[config.mk]
export PLATFORM = sky130hd
export DESIGN_NAME = keypad_emulator
export DESIGN_NICKNAME = d
export VERILOG_FILES = /design/src/rtl/keypad_emulator.sv
export SDC_FILE = /design/constraint.sdc
export NUM_CORES = 1
export LEC_CHECK = 0
export CORE_ASPECT_RATIO = 1.75
export CORE_MARGIN = 3
export CORE_UTILIZATION = 31
export DETAILED_ROUTE_END_ITERATION = 7
export SLEW_MARGIN = 25
export SYNTH_ARGS = -nofsm -noshare
export SYNTH_HDL_FRONTEND = slang
export SYNTH_SLANG_ARGS = --single-unit
export TNS_END_PERCENT = 5
[constraint.sdc]
create_clock -name clk -period 3.2 [get_ports clk]
set_input_delay 0.32 -clock clk [delete_from_list [all_inputs] [get_ports clk]]
set_output_delay 0.32 -clock clk [all_outputs]
set_load 0.005 [all_outputs]
[src/rtl/keypad_emulator.sv]
// Emulates the far end of a 4x4 matrix keypad: queued key codes are "pressed"
// by pulling the key's row low whenever the scanner drives the key's column low.
module keypad_emulator #(
    parameter int HOLD_CYCLES = 1000,
    parameter int GAP_CYCLES  = 1000,
    parameter int DEPTH       = 4
) (
    input  logic                    clk,
    input  logic                    reset,
    input  logic [3:0]              shift_col,
    output logic [3:0]              row,
    input  logic [3:0]              key_code,
    input  logic                    key_valid,
    output logic                    key_ready,
    output logic                    pressed,
    output logic                    busy,
    output logic [$clog2(DEPTH):0]  fifo_count,
    output logic [1:0]              fsm_state_o
);

    localparam int AW   = $clog2(DEPTH);
    localparam int CW   = AW + 1;
    localparam int TMAX = (HOLD_CYCLES > GAP_CYCLES) ? HOLD_CYCLES : GAP_CYCLES;
    localparam int TW   = $clog2(TMAX) + 1;

    localparam logic [TW-1:0] HOLD_LOAD  = TW'(HOLD_CYCLES - 1);
    localparam logic [TW-1:0] GAP_LOAD   = TW'(GAP_CYCLES - 1);
    localparam logic [CW-1:0] FULL_COUNT = CW'(DEPTH);

    typedef enum logic [1:0] {
        IDLE  = 2'd0,
        PRESS = 2'd1,
        GAP   = 2'd2
    } state_e;

    // Handshake: a key transfers on a rising edge where key_valid && key_ready
    // and reset is low; key_ready depends only on the registered FIFO count.
    logic [3:0]    mem_q [DEPTH];
    logic [AW-1:0] wr_ptr_q, wr_ptr_d;
    logic [AW-1:0] rd_ptr_q, rd_ptr_d;
    logic [CW-1:0] count_q, count_d;
    logic          push;
    logic          pop;

    state_e        state_q, state_d;
    logic [TW-1:0] timer_q, timer_d;
    logic [3:0]    active_key_q, active_key_d;

    assign key_ready = (count_q != FULL_COUNT);
    assign push      = key_valid && key_ready && !reset;
    assign pop       = (state_q == IDLE) && (count_q != '0);

    always_comb begin
        wr_ptr_d = wr_ptr_q;
        rd_ptr_d = rd_ptr_q;
        count_d  = count_q;
        if (push) begin
            wr_ptr_d = wr_ptr_q + 1'b1;
        end
        if (pop) begin
            rd_ptr_d = rd_ptr_q + 1'b1;
        end
        case ({push, pop})
            2'b10:   count_d = count_q + 1'b1;
            2'b01:   count_d = count_q - 1'b1;
            default: count_d = count_q;
        endcase
    end

    // Storage needs no reset: a flush only has to clear pointers and count.
    always_ff @(posedge clk) begin
        if (push) begin
            mem_q[wr_ptr_q] <= key_code;
        end
    end

    always_comb begin
        state_d      = state_q;
        timer_d      = timer_q;
        active_key_d = active_key_q;
        case (state_q)
            IDLE: begin
                if (pop) begin
                    active_key_d = mem_q[rd_ptr_q];
                    timer_d      = HOLD_LOAD;
                    state_d      = PRESS;
                end
            end
            PRESS: begin
                if (timer_q == '0) begin
                    timer_d = GAP_LOAD;
                    state_d = GAP;
                end else begin
                    timer_d = timer_q - 1'b1;
                end
            end
            GAP: begin
                if (timer_q == '0) begin
                    state_d = IDLE;
                end else begin
                    timer_d = timer_q - 1'b1;
                end
            end
            default: begin
                state_d = IDLE;
                timer_d = '0;
            end
        endcase
    end

    always_ff @(posedge clk) begin
        if (reset) begin
            state_q      <= IDLE;
            timer_q      <= '0;
            active_key_q <= 4'h0;
            wr_ptr_q     <= '0;
            rd_ptr_q     <= '0;
            count_q      <= '0;
        end else begin
            state_q      <= state_d;
            timer_q      <= timer_d;
            active_key_q <= active_key_d;
            wr_ptr_q     <= wr_ptr_d;
            rd_ptr_q     <= rd_ptr_d;
            count_q      <= count_d;
        end
    end

    assign pressed     = (state_q == PRESS);
    assign busy        = (state_q != IDLE) || (count_q != '0);
    assign fifo_count  = count_q;
    assign fsm_state_o = state_q;

    // Physical-matrix rule: only the key's own column matters, any other
    // columns driven low at the same time leave the row untouched.
    always_comb begin
        row = 4'b1111;
        if (pressed && !shift_col[active_key_q[3:2]]) begin
            row[active_key_q[1:0]] = 1'b0;
        end
    end

endmodule
==> flow_summary.yaml <==
outcome:
  status: "complete, no violations"
yosys:
  yosys_warnings: 0
  syn_nets: 217
  synth_area_per_cell_um2: 10.45
  synthArstFlopShare: 0
  synth.ff_latch_count: 40
  syn_area_um2: 2068
  synth.area.top_cells: "dfxtp_1 (23%), edfxtp_1 (23%), mux4_2 (5.4%)"
  yosysTopAreaCellShare: 0.2323
  yosysUniqueCellTypes: 55
  synthCells: 198
  seq_area_frac_synth: 0.4646
  yosysTopAreaCell: "dfxtp_1"
  synth_edf_count: 16
  synthFlopType: "dfxtp_1"
timing:
  skew_ns: 0.006255
  slew-limit-headroom: 0.4493
  period_share: 0.7855
  max_freq_mhz: 397.8
  whs_ns: 0.5050
  setup_ws_ns: 0.6864
  setup_viol: 0
  worstMarginPinSlew_ns: 0.8243
  fin_crit_ns: 2.514
  fin_tns_setup_ns: 0
  rsz0062_at_grt: "false"
  finalMaxSlewViolations: 0
  hold_viol: 0
cts:
  clock_latency_ns: 0.29
  postCtsSetupRepairBufs: 0
  clkTransAtPathRegs_ns: 0.08
  ctsLongestPathBuffers: 2
  cts_buffers: 5
  cts-resized-gates: 0
  cts_root_buf: "clkbuf_8"
  ctsHoldBuffers: 0
  cts_tree: "built"
  h-tree-depth: 2
  clock-sinks: 40
drt:
  vias_per_cell: 5.380
  avgRoutedWirePerCell_um: 16.52
  drc: 0
  vias: 1630
  ant_nets: 0
  wirelength_um: 5005
  drt_iter0_drc: 33
  dr.pass1.iters: 4
setup_path:
  path_buf_inv: 2
  rr_endpoint: "fifo_count[2]"
  cp.arrival_ns: 2.74
  crit_chain: "or3b_2 > nand2_1 > nor2_1 > inv_1 > ha_1 > inv_1 > fa_1 > xor2_1 > or3_1 > a21oi_1"
  cp_max_fo: 6
  cp_top_family: "simple AND/OR/NAND/NOR gates"
  worstSetupPathType: "reg2reg"
  slowest_stage: "or3b_2"
  r2r-start: "fifo_count[2]"
  max_stage_delay_ns: 0.50
  crit_required_ns: 3.43
  cpMostUsedCell: "inv_1"
  crit_start: "fifo_count[2]"
  reg2reg_depth: 10
  worst_setup_path_start_kind: "register"
  rrSetupSlack_ns: 0.69
  critPathCaptureType: "register"
power:
  powerDensity_nw_per_um2: 921.6
  peakVddDrop_mv: 0.4193
  power.leakage_nw: 0.8999
  total_power_mw: 2.340
floorplan:
  start_util: 0.3271
  die-area_um2: 7726
  die_height_um: 114.1
  ios: 23
  rows: 38
  coreArea_um2: 6324
  die_w_um: 67.75
global_routing:
  grt_antenna_before_repair: 0
  grt_pass1_vias: 1717
  grtUsageTotal: 0.1469
  globalRouteOverflowTotal: 0
  grt_pass1_wl_um: 8487
  grt_start_max_net_pins: 23
cells_and_area:
  final_common_cell: "dfxtp_1"
  final_cell_area_um2: 2539
  utilization: 0.4015
  drive_gt1_frac: 0.1435
  num_antenna_cells: 0
  nets: 241
  fin_cells: 303
  layout_common_cells: "dfxtp_1 (24), nor2_1 (22), clkdlybuf4s50_1 (22)"
  area_delta_synth_final_pct: 22.75
worst_hold_path:
  hp-class: "reg2reg"
  min-delay-start: "wr_ptr_q[1]"
  min_to: "wr_ptr_q[1]"
  whs_path_depth: 2
placement:
  placement.io_buffers: 22
  gp_congestion: 0.7923
  dp_hpwl_um: 3860
  placed_area_um2: 2380
  dp.cells: 295
  dp_slack_ns: 0.7069
job:
  max-cap-violations: 0
-- worst max path at each step --
stage,end,cells after the start
6_report,fifo_count[2],10
2_1_floorplan,fifo_count[2],9
3_3_place_gp,fifo_count[2],10
4_1_cts,fifo_count[2],10
5_1_grt,fifo_count[2],10
3_5_place_dp,fifo_count[2],10
-- sequential cells by signal (all words and copies together) (netlist names) --
register	cells
active_key_q	4
fifo_count	3
fsm_state_o	2
mem_q	16
rd_ptr_q	2
timer_q	11
wr_ptr_q	2
-- synthesized netlist by cell type, types with 3 or more instances --
cell type,instances
inv_1,12
nor3_1,6
xnor2_1,3
a21oi_1,18
and2_1,4
nand2_1,5
nand3_1,9
dfxtp_1,24
xor2_1,3
mux2i_1,5
edfxtp_1,16
ha_1,7
clkbuf_1,5
nor2_1,22
mux4_2,5
o21ai_0,4
-- power breakdown --
part | total [mW] | switching [mW] | leakage, nW | internal (mW)
clock | 0.566 | 0.176 | 0.0784 | 0.390
combinational | 0.962 | 0.523 | 0.478 | 0.439
sequential | 0.812 | 0.165 | 0.343 | 0.647
total | 2.34 | 0.863 | 0.900 | 1.48
-- cells by family after synthesis --
| group | synth area share |
|---|---|
| muxes | 0.07865 |
| and+or+nand+nor | 0.1863 |
| AOI/OAI and AO/OA | 0.1543 |
| DFF | 0.4646 |
| adders and majority gates | 0.05203 |
| xor gates and xnor gates | 0.02541 |
| buffers and inverters | 0.03871 |
-- worst reg2reg max path, stage by stage, from the launching register on --
cell and delay [ns]:
dfxtp_1 0.42, or3b_2 0.50, nand2_1 0.15, nor2_1 0.09, inv_1 0.06, ha_1 0.17, inv_1 0.06, fa_1 0.37
xor2_1 0.18, or3_1 0.31, a21oi_1 0.14
-- cell type report --
| type | count | area [um^2] |
|---|---|---|
| clock buffer | 5 | 68.82 |
| clock inverter | 3 | 90.09 |
| fill | 625 | 3785 |
| inverter | 13 | 48.80 |
| multi-input combinational | 137 | 1027 |
| sequential | 40 | 960.9 |
| tap | 80 | 100.1 |
| timing repair buffer | 25 | 242.7 |
-- routing by layer --
metal	routed length, um	GRT usage	vias to the layer above
met2	2959	0.2759	37
met1	1683	0.1461	800
met3	156	0.02554	13
li1	-	-	780
met4	206	0.07453	0
met5	0	0	-
Note: power is estimated with default switching activity, not from simulation.
